[src/rtl/lsu_pkg.sv]
// Shared definitions for the load/store unit.
//   SIZE_* : req_size encodings (11 is reserved and always faults)
//   state_t: FSM encoding
//   is_aligned(): alignment/legality check on size and the low address bits
package lsu_pkg;
  localparam logic [1:0] SIZE_B = 2'b00;
  localparam logic [1:0] SIZE_H = 2'b01;
  localparam logic [1:0] SIZE_W = 2'b10;

  typedef enum logic {IDLE = 1'b0, RMW_WR = 1'b1} state_t;

  function automatic logic is_aligned(input logic [1:0] size, input logic [1:0] off);
    case (size)
      SIZE_B:  is_aligned = 1'b1;
      SIZE_H:  is_aligned = ~off[0];
      SIZE_W:  is_aligned = (off == 2'b00);
      default: is_aligned = 1'b0;
    endcase
  endfunction
endpackage

[src/rtl/load_store_unit_if.sv]
// Pipeline-side request/response and dataMemory-side bus of the load/store unit.
//   slave : LSU view (takes requests, drives memory)
//   master: environment view (pipeline + dataMemory)
interface load_store_unit_if;
  logic        req_valid;
  logic        req_ready;
  logic        req_we;
  logic [1:0]  req_size;
  logic        req_signed;
  logic [31:0] req_addr;
  logic [31:0] req_wdata;
  logic        resp_valid;
  logic [31:0] resp_rdata;
  logic        resp_err;
  logic        mem_we;
  logic [31:0] mem_addr;
  logic [31:0] mem_wdata;
  logic [31:0] mem_rdata;

  modport slave (
    input  req_valid, req_we, req_size, req_signed, req_addr, req_wdata, mem_rdata,
    output req_ready, resp_valid, resp_rdata, resp_err, mem_we, mem_addr, mem_wdata
  );
  modport master (
    output req_valid, req_we, req_size, req_signed, req_addr, req_wdata, mem_rdata,
    input  req_ready, resp_valid, resp_rdata, resp_err, mem_we, mem_addr, mem_wdata
  );
endinterface

[src/rtl/lsu_lane_merge.sv]
// Combinational lane logic for little-endian sub-word accesses.
//   word      : memory word read this cycle
//   wdata     : right-justified store data
//   off/size  : byte offset in the word and access size
//   sgn       : sign-extend sub-word loads
//   load_data : extracted/extended load value (0 for reserved size)
//   merge_data: word with the target byte/half replaced by wdata
module lsu_lane_merge
  import lsu_pkg::*;
(
  input  logic [31:0] word,
  input  logic [31:0] wdata,
  input  logic [1:0]  off,
  input  logic [1:0]  size,
  input  logic        sgn,
  output logic [31:0] load_data,
  output logic [31:0] merge_data
);
  logic [4:0]  bsh, hsh;
  logic [31:0] bsel, hsel;

  assign bsh  = {off, 3'b000};
  assign hsh  = {off[1], 4'b0000};
  assign bsel = word >> bsh;
  assign hsel = word >> hsh;

  always_comb begin
    load_data  = '0;
    merge_data = word;
    case (size)
      SIZE_B: begin
        load_data  = {{24{sgn & bsel[7]}}, bsel[7:0]};
        merge_data = (word & ~(32'h0000_00FF << bsh)) | ((wdata & 32'h0000_00FF) << bsh);
      end
      SIZE_H: begin
        load_data  = {{16{sgn & hsel[15]}}, hsel[15:0]};
        merge_data = (word & ~(32'h0000_FFFF << hsh)) | ((wdata & 32'h0000_FFFF) << hsh);
      end
      SIZE_W: begin
        load_data  = word;
        merge_data = wdata;
      end
      default: ;
    endcase
  end
endmodule

[src/rtl/load_store_unit.sv]
// MEM-stage load/store unit in front of a word-addressed 32-bit dataMemory.
// Byte-addressed byte/half/word loads and stores; sub-word stores take a
// two-cycle read-modify-write during which req_ready is low.
//   clk, rst : clock, async active-high reset
//   bus      : request/response + memory bus (slave modport)
module load_store_unit
  import lsu_pkg::*;
#(
  parameter int ADDR_W = 10
) (
  input  logic clk,
  input  logic rst,
  load_store_unit_if.slave bus
);
  state_t state, state_nxt;

  logic [ADDR_W-1:0] rmw_addr;
  logic [31:0]       rmw_data;
  logic [31:0]       load_data, merge_data;
  logic              req_err, accept, sub_store, word_store;

  assign req_err    = ~is_aligned(bus.req_size, bus.req_addr[1:0]);
  assign accept     = (state == IDLE) & bus.req_valid;
  assign word_store = accept & bus.req_we & ~req_err & (bus.req_size == SIZE_W);
  assign sub_store  = accept & bus.req_we & ~req_err & (bus.req_size != SIZE_W);

  lsu_lane_merge u_lane (
    .word       (bus.mem_rdata),
    .wdata      (bus.req_wdata),
    .off        (bus.req_addr[1:0]),
    .size       (bus.req_size),
    .sgn        (bus.req_signed),
    .load_data  (load_data),
    .merge_data (merge_data)
  );

  always_ff @(posedge clk or posedge rst) begin
    if (rst) state <= IDLE;
    else     state <= state_nxt;
  end

  always_comb begin
    state_nxt = state;
    case (state)
      IDLE:    if (sub_store) state_nxt = RMW_WR;
      RMW_WR:  state_nxt = IDLE;
      default: state_nxt = IDLE;
    endcase
  end

  // Gating mem_we with rst keeps the write strobe off the instant reset
  // rises, even while a word store is being presented in IDLE.
  always_comb begin
    bus.req_ready = (state == IDLE);
    bus.mem_we    = ~rst & ((state == RMW_WR) | word_store);
    bus.mem_addr  = {{(32-ADDR_W){1'b0}}, bus.req_addr[ADDR_W+1:2]};
    bus.mem_wdata = bus.req_wdata;
    if (state == RMW_WR) begin
      bus.mem_addr  = {{(32-ADDR_W){1'b0}}, rmw_addr};
      bus.mem_wdata = rmw_data;
    end
  end

  // Responses are registered: every accepted load/error/word store answers
  // the next cycle; a sub-word store answers when RMW_WR completes.
  always_ff @(posedge clk or posedge rst) begin
    if (rst) begin
      bus.resp_valid <= 1'b0;
      bus.resp_rdata <= '0;
      bus.resp_err   <= 1'b0;
      rmw_addr       <= '0;
      rmw_data       <= '0;
    end else begin
      bus.resp_valid <= (accept & ~sub_store) | (state == RMW_WR);
      bus.resp_err   <= accept & req_err;
      bus.resp_rdata <= (accept & ~bus.req_we & ~req_err) ? load_data : 32'h0;
      if (sub_store) begin
        rmw_addr <= bus.req_addr[ADDR_W+1:2];
        rmw_data <= merge_data;
      end
    end
  end
endmodule

[src/flat_wrapper.sv]
// flat-port wrapper written by rule: the top's interface ports become plain ports
module load_store_unit_flat import lsu_pkg::*;
#(
  parameter int ADDR_W = 10
)
  (clk, rst, bus_req_valid, bus_req_we, bus_req_size, bus_req_signed, bus_req_addr, bus_req_wdata, bus_mem_rdata, bus_req_ready, bus_resp_valid, bus_resp_rdata, bus_resp_err, bus_mem_we, bus_mem_addr, bus_mem_wdata);
  load_store_unit_if bus_i ();
  input  logic clk;
  input  logic rst;
  input wire logic [$bits(bus_i.req_valid)-1:0] bus_req_valid;
  input wire logic [$bits(bus_i.req_we)-1:0] bus_req_we;
  input wire logic [$bits(bus_i.req_size)-1:0] bus_req_size;
  input wire logic [$bits(bus_i.req_signed)-1:0] bus_req_signed;
  input wire logic [$bits(bus_i.req_addr)-1:0] bus_req_addr;
  input wire logic [$bits(bus_i.req_wdata)-1:0] bus_req_wdata;
  input wire logic [$bits(bus_i.mem_rdata)-1:0] bus_mem_rdata;
  output wire logic [$bits(bus_i.req_ready)-1:0] bus_req_ready;
  output wire logic [$bits(bus_i.resp_valid)-1:0] bus_resp_valid;
  output wire logic [$bits(bus_i.resp_rdata)-1:0] bus_resp_rdata;
  output wire logic [$bits(bus_i.resp_err)-1:0] bus_resp_err;
  output wire logic [$bits(bus_i.mem_we)-1:0] bus_mem_we;
  output wire logic [$bits(bus_i.mem_addr)-1:0] bus_mem_addr;
  output wire logic [$bits(bus_i.mem_wdata)-1:0] bus_mem_wdata;
  assign bus_i.req_valid = bus_req_valid;
  assign bus_i.req_we = bus_req_we;
  assign bus_i.req_size = bus_req_size;
  assign bus_i.req_signed = bus_req_signed;
  assign bus_i.req_addr = bus_req_addr;
  assign bus_i.req_wdata = bus_req_wdata;
  assign bus_i.mem_rdata = bus_mem_rdata;
  assign bus_req_ready = bus_i.req_ready;
  assign bus_resp_valid = bus_i.resp_valid;
  assign bus_resp_rdata = bus_i.resp_rdata;
  assign bus_resp_err = bus_i.resp_err;
  assign bus_mem_we = bus_i.mem_we;
  assign bus_mem_addr = bus_i.mem_addr;
  assign bus_mem_wdata = bus_i.mem_wdata;
  load_store_unit #(.ADDR_W(ADDR_W)) u_core (.clk(clk), .rst(rst), .bus(bus_i));
endmodule
[config.mk]
export PLATFORM = sky130hd
export DESIGN_NAME = load_store_unit_flat
export DESIGN_NICKNAME = d
export VERILOG_FILES = /design/src/rtl/lsu_pkg.sv /design/src/rtl/load_store_unit_if.sv /design/src/rtl/lsu_lane_merge.sv /design/src/rtl/load_store_unit.sv /design/src/flat_wrapper.sv
export SDC_FILE = /design/constraint.sdc
export NUM_CORES = 1
export LEC_CHECK = 0
export CAP_MARGIN = 40
export CORE_MARGIN = 5
export CORE_UTILIZATION = 45
export DETAILED_ROUTE_END_ITERATION = 8
export DONT_BUFFER_PORTS = 1
export PLACE_DENSITY_LB_ADDON = 0.2
export SLEW_MARGIN = 20
export SYNTH_ARGS = -nofsm -noshare
export SYNTH_HDL_FRONTEND = slang
export SYNTH_SLANG_ARGS = --single-unit
[constraint.sdc]
create_clock -name clk -period 3.4 [get_ports clk]
set_input_delay 0.51 -clock clk [delete_from_list [all_inputs] [get_ports clk]]
set_output_delay 0.51 -clock clk [all_outputs]
set_load 0.01 [all_outputs]
==> flow_summary_export.csv <==
group,metric,value,unit
timing,worst_slew_margin_rel,54.2,%
grt,use_met2,32.5,%
die,coreArea,0.0103,sq mm
grt,gr-usage-all-layers,21.6,%
run_status,run_status,"completed",
timing,final-setup-viol-count,0,
final_layout,antenna_cells_inserted,0,
synthesis,cell_area_synth,0.00475,sq mm
timing,layout_worst_path_cycle_share,64.0,%
synthesis,ys_warn_count,0,
detailed_routing,vias,3570,
timing,final_max_slew_viol_count,0,
min_path,worstHoldPathType,"primary input to flop",
critical_path,critPathCaptureType,"output pin",
critical_path,worst_path_max_delay_cell,"buf_4",
timing,min_period,2.18,ns
timing,fin_skew,0.00717,ns
grt,grt.met3_usage,8.72,%
power,combinational_cell_fraction_of_total_power,17.0,%
power,internal_cell_power,1540,uW
cts,clk_pin_slew,0.08,ns
power,max_ir_drop_vdd,0.200,mV
placed_design,port_buffers,0,
synthesis,synth_cell_type_count,40,
grt,grt_start_max_net_pins,52,
detailed_routing,detail_route.first_pass.iterations,5,
placed_design,dpl_cell_area,0.00468,sq mm
cts,post_cts.resized_instances,0,
die,design.portCount,203,
power,power_frac_seq,49.8,%
cts,post-cts-setup-buffers,0,
placed_design,detailedPlacementHpwl,10.2,mm
synthesis,syn-mean-instance-area,9.73,sq um
grt,grt_pass1_vias,3618,
grt,grt_first_pass_wirelength,21.3,mm
timing,grt_setup_unrepaired,"false",
synthesis,synth_seq_area_share,40.6,%
cts,clkLatencyLatePin,0.37,ns
timing,finalHoldViolCount,0,
detailed_routing,post_drt_via_cell_ratio,5.90,
power,switching_part_of_the_total_power,29.5,%
power,total_switching_power,645,uW
cts,tritoncts,"built",
power,share_clk_of_total_power,33.1,%
die,dieHeight,113,microns
final_layout,layout-drive-gt1-share,18.6,%
detailed_routing,ant_nets,0,
final_layout,area.growth.synth_to_final,2.98,%
grt,grt_busiest_layer,"met2",
run,cap_viol_max_count,0,
critical_path,worst-endpoint-required,2.89,ns
synthesis,synth-seq-cells,77,
cts,ctsHoldBuffers,1,
die,fp.dieArea,0.0127,sq mm
cts,cts-root-buf,"clkbuf_8",
detailed_routing,drc,0,
detailed_routing,route.detailed.wl_per_inst,23.2,microns
final_layout,nets,567,
detailed_routing,drt_wl_total,14.0,mm
timing,fmax,460,MHz
critical_path,critPathMaxFanout,45,
synthesis,post_synth_inst_count,488,
cts,cts.sinks,77,
power,p_leak,0.00218,uW
timing,worst_pin_slew,0.686,ns
power,power.density_cell_area,447,mW/mm^2
critical_path,path_class,"flop to output pin",
critical_path,cpPeakStageDelay,0.48,ns
final_layout,final_design_area_no_fill,0.00489,sq mm
critical_path,setup.worst_path.start_class,"flop",
die,row_count,37,
grt,remaining_overflow_grt,0,
grt,initial_antenna_violation_count,0,
critical_path,cp_cell_sequence,"buf_4, mux2_2",
critical_path,worst-endpoint-arrival,1.67,ns
cts,clockBufferDepth,2,
placed_design,gp_congestion,0.869,
timing,finalSetupTns,0,ns
cts,clock_tree.htree_level_count,3,
detailed_routing,detail_route.iter0.violations,306,
power,power,2180,uW
die,initial_core_util,46.0,%
grt,globalRouteMet1Util,27.5,%
cts,cts_inserted_buffers,9,
die,chipWidth,113,microns
## area by class of cell
type | instances | area, sq um
Timing Repair Buffer | 9 | 82.6
Inverter | 5 | 25.0
Clock inverter | 7 | 80.1
Tap cell | 136 | 170
Multi-Input combinational cell | 362 | 2480
Fill cell | 1006 | 5430
Clock buffer | 9 | 124
Sequential cell | 77 | 1930
## layer usage
metal | part of all wire, % | wire length (microns)
met1 | 39 | 5520
met2 | 48 | 6670
met3 | 10 | 1470
met4 | 2.6 | 361
met5 | 0 | 0
## state kept, by name (all words and copies together) (netlist names)
signal and count:
u_core.rmw_data 32, u_core.state 1, u_core.bus.resp_valid 1, u_core.bus.resp_rdata 32, u_core.rmw_addr 10, u_core.bus.resp_err 1
## power by group through the flow
stage | registers [uW] | clock network [uW] | logic, uW
after floorplan | 1080 | 0 | 365
after global placement | 1100 | 0 | 361
after detailed placement | 1110 | 0 | 373
after CTS | 1090 | 741 | 375
after global routing | 1100 | 778 | 415
final | 1090 | 724 | 372
## worst max-delay path: cells and delay by family, from the launching register on
family | cells | cell delay [ns]
buffers and inverters | 1 | 0.48
DFF | 1 | 0.37
muxes | 1 | 0.45
## final timing paths
check	end	start	slack, ns	cells after the start
worst max-delay path	bus_mem_wdata[4]	u_core.state$_DFF_PP0_	1.22	2
worst min-delay path	u_core.rmw_addr[3]$_DFFE_PP0P_	bus_req_addr[5]	0.25	2
worst max register to register	u_core.rmw_data[26]$_DFFE_PP0P_	u_core.state$_DFF_PP0_	1.47	6
worst min register to register	u_core.rmw_addr[6]$_DFFE_PP0P_	u_core.rmw_addr[6]$_DFFE_PP0P_	0.48	2
max in group asynchronous	u_core.bus.resp_rdata[31]$_DFF_PP0_	rst	2.27	3
min in group asynchronous	u_core.bus.resp_valid$_DFF_PP0_	rst	0.53	2
## metrics by stage
| step | std cells | setup WS (ns) | utilization [%] | hold slack (ns) |
|---|---|---|---|---|
| 6_report | 605 | 1.22 | 47.4 | 0.247 |
| 5_1_grt | 605 | 1.13 | 47.4 | 0.227 |
| 4_1_cts | 605 | 1.20 | 47.4 | 0.228 |
| 3_5_place_dp | 588 | 1.42 | 45.3 | 0.310 |
| 3_3_place_gp | 587 | 1.47 | 45.1 | 0.454 |
| 2_1_floorplan | 509 | 0.923 | - | 0.440 |
## placed cells by master, fill, tap and decap left out, drive strengths merged, types with 2 or more instances in the layout
cell type,n
o211ai,8
mux2,50
a22oi,8
buf,8
nand3,6
a21o,16
a221oi,8
o32a,2
nand2b,11
a31oi,9
clkinv,2
mux2i,41
dfrtp,77
a21oi,40
nor2,17
nor2b,4
nand2,69
clkbuf,9
and2,2
o21ai,25
inv,7
o2111ai,9
conb,22
clkinvlp,2
o21a,8
## synthesized netlist by cell type (all sizes together)
master	instances	area, sq um
dfrtp	77	1930
nand2	69	262
mux2	50	563
buf	45	323
mux2i	41	410
a21oi	40	200
o21ai	25	125
clkbuf	20	76.3
nor2	17	63.8
a21o	16	120
nand2b	11	76.3
a31oi	9	56.3
o2111ai	9	78.8
a221oi	8	108
a22oi	8	60.1
o211ai	8	60.1
o21a	8	60.1
nand3	6	30.0
inv	5	23.8
nor2b	4	25.0
and2	2	12.5
o32a	2	20.0
a2111o	1	11.3
a211oi	1	7.51
a41oi	1	8.76
conb	1	3.75
nand4	1	6.26
nor3b	1	7.51
nor4bb	1	10.0
o31ai	1	12.5
## cell families after synthesis
family	count (synthesis)	synth area share, %
flops	77	40.6
mux	91	20.5
other cells	1	0.0790
buf+inv	70	8.91
compound gates	137	19.6
simple gates	112	10.4
Note: power is estimated with default switching activity, not from simulation.
